--- src/rtl/acumulador_credito.sv ---
// ============================================================================
// acumulador_credito : coin-credit accumulator with ceiling, timeout and settle
// Rev 1.0
// ============================================================================
`default_nettype none

module acumulador_credito #(
  parameter int CREDIT_W    = 8,
  parameter int MAX_CREDIT  = 8,
  parameter int COIN1_VAL   = 1,
  parameter int COIN2_VAL   = 2,
  parameter int COIN3_VAL   = 4,
  parameter int TIMEOUT_CYC = 1000
) (
  input  logic                clk,
  input  logic                rst,
  input  logic                moeda_valida,
  input  logic [1:0]          valorMoeda,
  input  logic [CREDIT_W-1:0] preco,
  input  logic                compra,
  input  logic                cancelar,
  output logic [CREDIT_W-1:0] valorAcumulado,
  output logic                comparar,
  output logic                liberar,
  output logic [CREDIT_W-1:0] troco,
  output logic                troco_valido,
  output logic                moeda_rejeitada,
  output logic                compra_negada,
  output logic                ocupado
);

  localparam int TMR_W = (TIMEOUT_CYC > 2) ? $clog2(TIMEOUT_CYC) : 1;

  localparam logic [1:0] S_IDLE    = 2'd0;
  localparam logic [1:0] S_ACUM    = 2'd1;
  localparam logic [1:0] S_VENDA   = 2'd2;
  localparam logic [1:0] S_DEVOLVE = 2'd3;

  localparam logic [CREDIT_W:0]   C_MAX      = (CREDIT_W+1)'(MAX_CREDIT);
  localparam logic [CREDIT_W-1:0] C_COIN1    = CREDIT_W'(COIN1_VAL);
  localparam logic [CREDIT_W-1:0] C_COIN2    = CREDIT_W'(COIN2_VAL);
  localparam logic [CREDIT_W-1:0] C_COIN3    = CREDIT_W'(COIN3_VAL);
  localparam logic [TMR_W-1:0]    C_TMO_LAST = TMR_W'(TIMEOUT_CYC - 1);

  logic [1:0]          r_state, w_state_nx;
  logic [CREDIT_W-1:0] r_credit, w_credit_nx;
  logic [CREDIT_W-1:0] r_troco, w_troco_nx;
  logic [TMR_W-1:0]    r_timer, w_timer_nx;
  logic                r_comparar, r_liberar, r_tv, r_rej, r_neg, r_ocupado;
  logic                w_comparar, w_liberar, w_tv, w_rej, w_neg;

  logic [CREDIT_W-1:0] w_coin_val;
  logic [CREDIT_W:0]   w_sum;
  logic                w_coin, w_busy, w_cancel, w_buy_ok, w_buy_no;
  logic                w_tmo, w_term, w_accept;

  always_comb begin
    case (valorMoeda)
      2'b01:   w_coin_val = C_COIN1;
      2'b10:   w_coin_val = C_COIN2;
      2'b11:   w_coin_val = C_COIN3;
      default: w_coin_val = '0;
    endcase
  end

  // Event decode in priority order: cancelar > compra > timeout > coin.
  assign w_coin   = moeda_valida && (valorMoeda != 2'b00);
  assign w_sum    = {1'b0, r_credit} + {1'b0, w_coin_val};
  assign w_busy   = (r_state == S_VENDA) || (r_state == S_DEVOLVE);
  assign w_cancel = cancelar && (r_state == S_ACUM);
  assign w_buy_ok = compra && !w_busy && !w_cancel && (r_credit >= preco);
  assign w_buy_no = compra && !w_busy && !w_cancel && (r_credit < preco);
  // A denied compra freezes the timer, so it also defers the timeout.
  assign w_tmo    = (r_state == S_ACUM) && (r_timer == C_TMO_LAST) && !w_cancel && !compra;
  assign w_term   = w_cancel || w_buy_ok || w_tmo;
  assign w_accept = w_coin && !w_busy && !w_term && (w_sum <= C_MAX);

  // State register and registered outputs
  always_ff @(posedge clk) begin
    if (rst) begin
      r_state    <= S_IDLE;
      r_credit   <= '0;
      r_troco    <= '0;
      r_timer    <= '0;
      r_comparar <= 1'b0;
      r_liberar  <= 1'b0;
      r_tv       <= 1'b0;
      r_rej      <= 1'b0;
      r_neg      <= 1'b0;
      r_ocupado  <= 1'b0;
    end else begin
      r_state    <= w_state_nx;
      r_credit   <= w_credit_nx;
      r_troco    <= w_troco_nx;
      r_timer    <= w_timer_nx;
      r_comparar <= w_comparar;
      r_liberar  <= w_liberar;
      r_tv       <= w_tv;
      r_rej      <= w_rej;
      r_neg      <= w_neg;
      r_ocupado  <= (w_state_nx == S_VENDA) || (w_state_nx == S_DEVOLVE);
    end
  end

  // Next-state logic
  always_comb begin
    w_state_nx = r_state;
    case (r_state)
      S_IDLE, S_ACUM: begin
        if (w_cancel)      w_state_nx = S_DEVOLVE;
        else if (w_buy_ok) w_state_nx = S_VENDA;
        else if (w_tmo)    w_state_nx = S_DEVOLVE;
        else if (w_accept) w_state_nx = S_ACUM;
      end
      default: w_state_nx = S_IDLE;
    endcase
  end

  // Datapath and pulse outputs
  always_comb begin
    w_credit_nx = r_credit;
    w_troco_nx  = r_troco;
    w_timer_nx  = r_timer;
    w_comparar  = 1'b0;
    w_liberar   = 1'b0;
    w_tv        = 1'b0;
    w_neg       = w_buy_no;
    w_rej       = w_coin && !w_accept;
    if (w_busy) begin
      w_credit_nx = '0;
      w_timer_nx  = '0;
    end else if (w_cancel || w_tmo) begin
      w_troco_nx  = r_credit;
      w_tv        = 1'b1;
      w_comparar  = w_tmo;
      w_credit_nx = '0;
      w_timer_nx  = '0;
    end else if (w_buy_ok) begin
      w_troco_nx  = r_credit - preco;
      w_tv        = 1'b1;
      w_liberar   = 1'b1;
      w_credit_nx = '0;
      w_timer_nx  = '0;
    end else if (w_accept) begin
      w_credit_nx = w_sum[CREDIT_W-1:0];
      w_timer_nx  = '0;
    end else if ((r_state == S_ACUM) && !w_buy_no) begin
      w_timer_nx  = r_timer + TMR_W'(1);
    end
  end

  assign valorAcumulado  = r_credit;
  assign troco           = r_troco;
  assign comparar        = r_comparar;
  assign liberar         = r_liberar;
  assign troco_valido    = r_tv;
  assign moeda_rejeitada = r_rej;
  assign compra_negada   = r_neg;
  assign ocupado         = r_ocupado;

endmodule

`default_nettype wire

--- config.mk ---
export PLATFORM = sky130hd
export DESIGN_NAME = acumulador_credito
export DESIGN_NICKNAME = d
export VERILOG_FILES = /design/src/rtl/acumulador_credito.sv
export SDC_FILE = /design/constraint.sdc
export NUM_CORES = 1
export LEC_CHECK = 0
export ABC_AREA = 1
export CAP_MARGIN = 5
export CORE_AREA = 2 2 102 104
export CTS_CLUSTER_SIZE = 16
export DETAILED_ROUTE_END_ITERATION = 7
export DIE_AREA = 0 0 104 106
export PLACE_DENSITY_LB_ADDON = 0.12
export SLEW_MARGIN = 20
export SYNTH_ARGS = -nofsm -noshare
export SYNTH_HDL_FRONTEND = slang
export SYNTH_SLANG_ARGS = --single-unit
--- constraint.sdc ---
create_clock -name clk -period 3.32 [get_ports clk]
set_input_delay 0.332 -clock clk [delete_from_list [all_inputs] [get_ports clk]]
set_output_delay 0.332 -clock clk [all_outputs]
set_load 0.005 [all_outputs]
### Word-level counts from Yosys, hierarchy flattened

Index checks and enable logic that the tools add are counted.
Widths: inputs -> output; s select.

| word-level totals | value |
|---|---|
| register bits | 34 |
| input port bits | 15 |
| output and inout bits | 22 |
| logic and storage cells | 72 |

| cells by class | value |
|---|---|
| $add $sub $neg | 3 |
| magnitude comparators | 3 |
| equal/unequal tests | 9 |
| muxes and demuxes | 10 |
| bitwise gates (word level) | 2 |
| reduce and logical (&&, ||, !) cells | 35 |

Operator list:

| kind | number |
|---|---|
| $mux 8 | 2 |
| $logic_and 1x1->1 | 14 |
| $eq 2x2->1 const B | 6 |
| $add 10x1->10 const B | 1 |
| $eq 10x10->1 const B | 1 |
| $mux 2 | 5 |
| $add 8x8->9 | 1 |
| $le 9x4->1 const B | 1 |
| $pmux 3 s3 | 1 |
| $ge 8x8->1 | 1 |
| $lt 8x8->1 | 1 |
| $sub 8x8->8 | 1 |
| $logic_not 1->1 | 6 |
| $reduce_or 3->1 | 2 |
| $logic_or 1x1->1 | 5 |
| $reduce_or 5->1 | 1 |
| $eq 2x1->1 const B | 2 |
| $reduce_bool 2->1 | 2 |
| $reduce_or 2->1 | 2 |
| $reduce_or 4->1 | 1 |
| $logic_not 2->1 | 1 |
| $mux 1 | 2 |
| $not 1->1 | 2 |
| $reduce_and 2->1 | 1 |

### Logic depth before layout (Yosys ltp)

| logic depth | value |
|---|---|
| depth in word-level cells | 18 |
| gate-level depth with buffers | 15 |

### Least setup slack after synthesis

Ideal clock, no wire load.

| path | value |
|---|---|
| kind | reg2reg |
| from | register r_credit[0], in the netlist valorAcumulado[0] |
| to | register r_troco[3], in the netlist troco[3] |
| library setup time | 117 ps |
| arrival time | 1866 ps |
| slack | 1337 ps |
| cell stages (with the launch flop) | 15 |
| period minus slack after synthesis | 1983 ps |
| cell sequence | dfxtp_1 -> inv_1 -> ha_1 -> fa_1 -> inv_1 -> nand3_1 -> nand2_2 -> nand2_2 -> nand3_2 -> nand2_2 -> nand2_8 -> buf_6 -> inv_6 -> a21oi_1 -> nor2_1 |

| on the way | value |
|---|---|
| longest elaborated chain between the ends | 4 |

RTL lines:

| item | line | source |
|---|---|---|
| start: declaration | 46 | `logic [CREDIT_W-1:0] r_credit, w_credit_nx;` |
| start signal: assignment | 93 | `r_credit <= w_credit_nx;` |
| $ge 8x8->1 | 71 | `assign w_buy_ok = compra && !w_busy && !w_cancel && (r_credit >= preco);` |
| $logic_and 1x1->1 | 71 |  |
| $reduce_bool 2->1 (no source line) | - |  |
| $reduce_and 2->1 (no source line) | - |  |
| end signal: assignment | 94 | `r_troco <= w_troco_nx;` |
| end: declaration | 47 | `logic [CREDIT_W-1:0] r_troco, w_troco_nx;` |

Parallel ways exist; a longest one is shown, timed or not. The select of a mux whose other input is x is not followed.
A chain may end at the register's enable or synchronous reset.

### Worst setup path after layout

| path | value |
|---|---|
| from | input valorMoeda[1] |
| to | register r_timer[0] |

| on the way | value |
|---|---|
| longest elaborated chain between the ends | 6 |

RTL lines:

| item | line | source |
|---|---|---|
| start: declaration | 18 | `input logic [1:0] valorMoeda,` |
| $eq 2x2->1 (tied with other cells) | 58 | `case (valorMoeda)` |
| $pmux 3 s3 / $logic_and 1x1->1 (equally long branches) | 58, 67 |  |
| $add 8x8->9 / $logic_and 1x1->1 (equally long branches) | 68, 76 |  |
| $le 9x4->1 / $logic_and 1x1->1 (equally long branches) | 76 | `assign w_accept = w_coin && !w_busy && !w_term && (w_sum <= C_MAX);` |
| $logic_and 1x1->1 (*) | 76 |  |
| $reduce_or 5->1 (no source line) (*) | - |  |
| end signal: assignment | 95 | `r_timer <= w_timer_nx;` |
| end: declaration | 48 | `logic [TMR_W-1:0] r_timer, w_timer_nx;` |

Every way passes the cells marked *; elsewhere a longest branch is shown, timed or not.

==> flow_summary.yaml <==
timing:
  worstMarginPinSlew_ns: 0.420
  setup_viol: 0
  fmaxAchievable_mhz: 431
  final.period_utilization_pct: 69.9
  setup_slack_ns: 0.998
  rsz0062_at_grt: "false"
  finClkSkew_ns: 0.00593
  slew_viol_final: 0
  finalHoldViolCount: 0
  maxSlewHeadroom_pct: 71.7
  finalSetupTns_ns: 0
  period_needed_ns: 2.32
run_status:
  run_status: "complete, no violations"
clocking:
  clk_latency_ns: 0.30
  cts-resized-gates: 0
  tritoncts_clock_tree: "done"
  clk_transition_reported_paths_ns: 0.08
  clock_sinks: 34
  cts_inserted_buffers: 5
  cts_htree_levels: 2
  post-cts-setup-buffers: 0
  post_cts_hold_buffer_count: 0
  cts_max_path_buffers: 2
  clk_root_buffer_cell: "sky130_fd_sc_hd__clkbuf_8"
worst_setup_path:
  critPathCaptureType: "flop"
  worst_setup_path_start_kind: "input pin"
  crit_type: "input pin to flop"
  cp_max_fo: 10
  cp.arrival_ns: 2.51
  crit_required_ns: 3.51
pwr:
  p_int_uw: 739
  power.share.sequential_pct: 40.4
  power.density_cell_area_mw_per_mm2: 369
  power.switching_fraction_pct: 33.9
  clock_power_share_pct: 30.2
  worst_ir_drop_vdd_uv: 139
  comb_power_share_pct: 29.4
  total_switching_power_uw: 379
  power.static_leakage_nw: 1.27
  report.power.total_mw: 1.12
synthesis:
  synthTopCellsByCount: "sky130_fd_sc_hd__nand2_1, sky130_fd_sc_hd__inv_1, sky130_fd_sc_hd__dfxtp_1"
  ys.flop_type: "sky130_fd_sc_hd__dfxtp_1"
  ffs_latches_synth: 34
  post-synth-top-count-cell: "sky130_fd_sc_hd__nand2_1"
  synth_top_area_share_pct: 28.2
  synth_area_leader_cell: "sky130_fd_sc_hd__dfxtp_1"
  fraction_of_the_yosys_area_taken_by_sequential_cells_pct: 28.2
  synthesis.nets: 374
  synth_warnings: 0
  synthDistinctLibCells: 35
  synthesis.area_mm2: 0.00241
  synth_cells: 345
  netlist_top_cells_area: "sky130_fd_sc_hd__dfxtp_1, sky130_fd_sc_hd__nand2_1, sky130_fd_sc_hd__inv_1"
  synth_async_reset_ratio_pct: 0
  syn_area_per_cell_um2: 7.00
  number_of_enable_type_register_cells_in_the_synthesized_netlist: 0
placed_design:
  place_congestion: 0.803
  io_buffer_count: 36
  pre_cts_ws_ns: 0.680
  place.detailed.hpwl_mm: 4.91
  placed_cell_area_mm2: 0.00293
detailed_routing:
  dr_pass1_iterations: 4
  antenna_violating_nets_post_route: 0
  detail_route.vias_per_cell: 4.14
  vias: 2169
  totalWireLength_mm: 6.17
  wl_per_cell_um: 11.8
  drt-initial-drc-count: 54
  drcViolationCount: 0
final_layout:
  fin_area_mm2: 0.00303
  multi_input_area_mm2: 0.00146
  antenna_cells_inserted: 0
  area.sequential_um2: 681
  nets: 416
  layout-drive-gt1-share_pct: 16.0
  areaGrowthSynthToFinish_pct: 25.4
  count_of_filler_cells_inserted_in_the_layout: 1159
global_route:
  antenna_found_initial: 0
  grt_first_pass_wirelength_mm: 10.2
  gr-total-overflow: 0
  number_of_global_route_vias_before_repair: 2058
  globalRouteTotalUtil_pct: 11.7
  grt_max_degree: 15
floorplan:
  placement_rows: 37
  ios: 37
  core_mm2: 0.0100
  die_height_um: 106
  floorplan.initialDensity_pct: 24.1
  dieArea_mm2: 0.0110
  die_width_um: 104
hold_path:
  min_path_type: "flop to flop"
run:
  max_cap_viol_count: 0
## flip-flops by register name, summed over array words and instances, names as in the netlist
| register | flops |
|---|---|
| r_state | 2 |
| troco_valido | 1 |
| liberar | 1 |
| ocupado | 1 |
| troco | 8 |
| r_timer | 10 |
| comparar | 1 |
| compra_negada | 1 |
| valorAcumulado | 8 |
| moeda_rejeitada | 1 |
## layer usage
layer / vias to the layer above / global-route usage [%] / share of wire [%]
met5: - / 0 / 0
met1: 948 / 15.5 / 52
met4: 0 / 4.34 / 1.5
met2: 39 / 19.0 / 43
met3: 7 / 2.33 / 3.7
li1: 1175 / - / -
## cells by family (layout without fill, tap and decap cells)
family | after synthesis | in the layout | share of synthesized area, %
and+or+nand+nor | 184 | 184 | 39.9
buffers and inverters | 67 | 110 | 11.3
AOI/OAI and AO/OA | 37 | 37 | 9.38
adders and majority gates | 14 | 14 | 7.88
xor gates and xnor gates | 9 | 9 | 3.26
DFF | 34 | 34 | 28.2
## layout by cell type, fill, tap and decap left out, types with 4 or more instances in the layout
cell type,netlist,final
sky130_fd_sc_hd__nand3_1,25,25
sky130_fd_sc_hd__nand2_2,11,11
sky130_fd_sc_hd__nand4_1,6,6
sky130_fd_sc_hd__ha_1,12,12
sky130_fd_sc_hd__nor3_1,8,8
sky130_fd_sc_hd__o21ai_1,5,5
sky130_fd_sc_hd__clkbuf_8,0,6
sky130_fd_sc_hd__a21oi_1,9,9
sky130_fd_sc_hd__dfxtp_1,34,34
sky130_fd_sc_hd__o21ai_0,14,14
sky130_fd_sc_hd__nor2_2,13,13
sky130_fd_sc_hd__xor2_1,4,4
sky130_fd_sc_hd__nand2_1,74,74
sky130_fd_sc_hd__a21oi_2,5,5
sky130_fd_sc_hd__inv_1,57,57
sky130_fd_sc_hd__inv_2,5,5
sky130_fd_sc_hd__xnor2_1,5,5
sky130_fd_sc_hd__nor2_1,32,32
sky130_fd_sc_hd__clkdlybuf4s50_1,0,36
## through the flow
stage | hold slack [ns] | cells | utilization, %
2_1_floorplan | 0.461 | 345 | -
3_3_place_gp | 0.471 | 516 | 29.3
3_5_place_dp | 0.473 | 516 | 29.3
4_1_cts | 0.486 | 524 | 30.3
5_1_grt | 0.508 | 524 | 30.3
6_report | 0.485 | 524 | 30.3
## critical path, stage by stage
cell                              delay [ns]
sky130_fd_sc_hd__clkdlybuf4s50_1        0.51
sky130_fd_sc_hd__nor2_1                 0.06
sky130_fd_sc_hd__ha_1                   0.22
sky130_fd_sc_hd__fa_1                   0.43
sky130_fd_sc_hd__xnor2_1                0.21
sky130_fd_sc_hd__nand2_1                0.09
sky130_fd_sc_hd__nand3_2                0.10
sky130_fd_sc_hd__nand3_4                0.09
sky130_fd_sc_hd__nor2_8                 0.18
sky130_fd_sc_hd__nand2_4                0.10
sky130_fd_sc_hd__nand2_8                0.13
sky130_fd_sc_hd__nor2_2                 0.05
## final cells by class
cell class / instances / share of cell area [%]
multi-input cells: 244 / 48.2
flip-flops and latches: 34 / 22.5
repair buffers: 38 / 12.4
inverters: 64 / 8.18
well taps: 136 / 5.62
clock buffers: 6 / 2.73
clock inverters: 2 / 0.413
## worst paths after layout
check        cells after the start              start    endpoint  slack, ns
min reg2reg                      2           troco[7]    troco[7]       0.48
max reg2reg                     14  valorAcumulado[0]  r_timer[0]       1.07
max                             12      valorMoeda[1]  r_timer[0]        1.0
min                              2           troco[7]    troco[7]       0.48
## power groups by stage
stage | clock network (mW) | registers, mW | logic (mW)
2_1_floorplan | 0 | 0.459 | 0.223
3_3_place_gp | 0 | 0.461 | 0.333
3_5_place_dp | 0 | 0.461 | 0.331
4_1_cts | 0.348 | 0.452 | 0.333
5_1_grt | 0.367 | 0.455 | 0.370
6_report | 0.338 | 0.451 | 0.328
No activity file was read; power rests on OpenSTA's default activity.
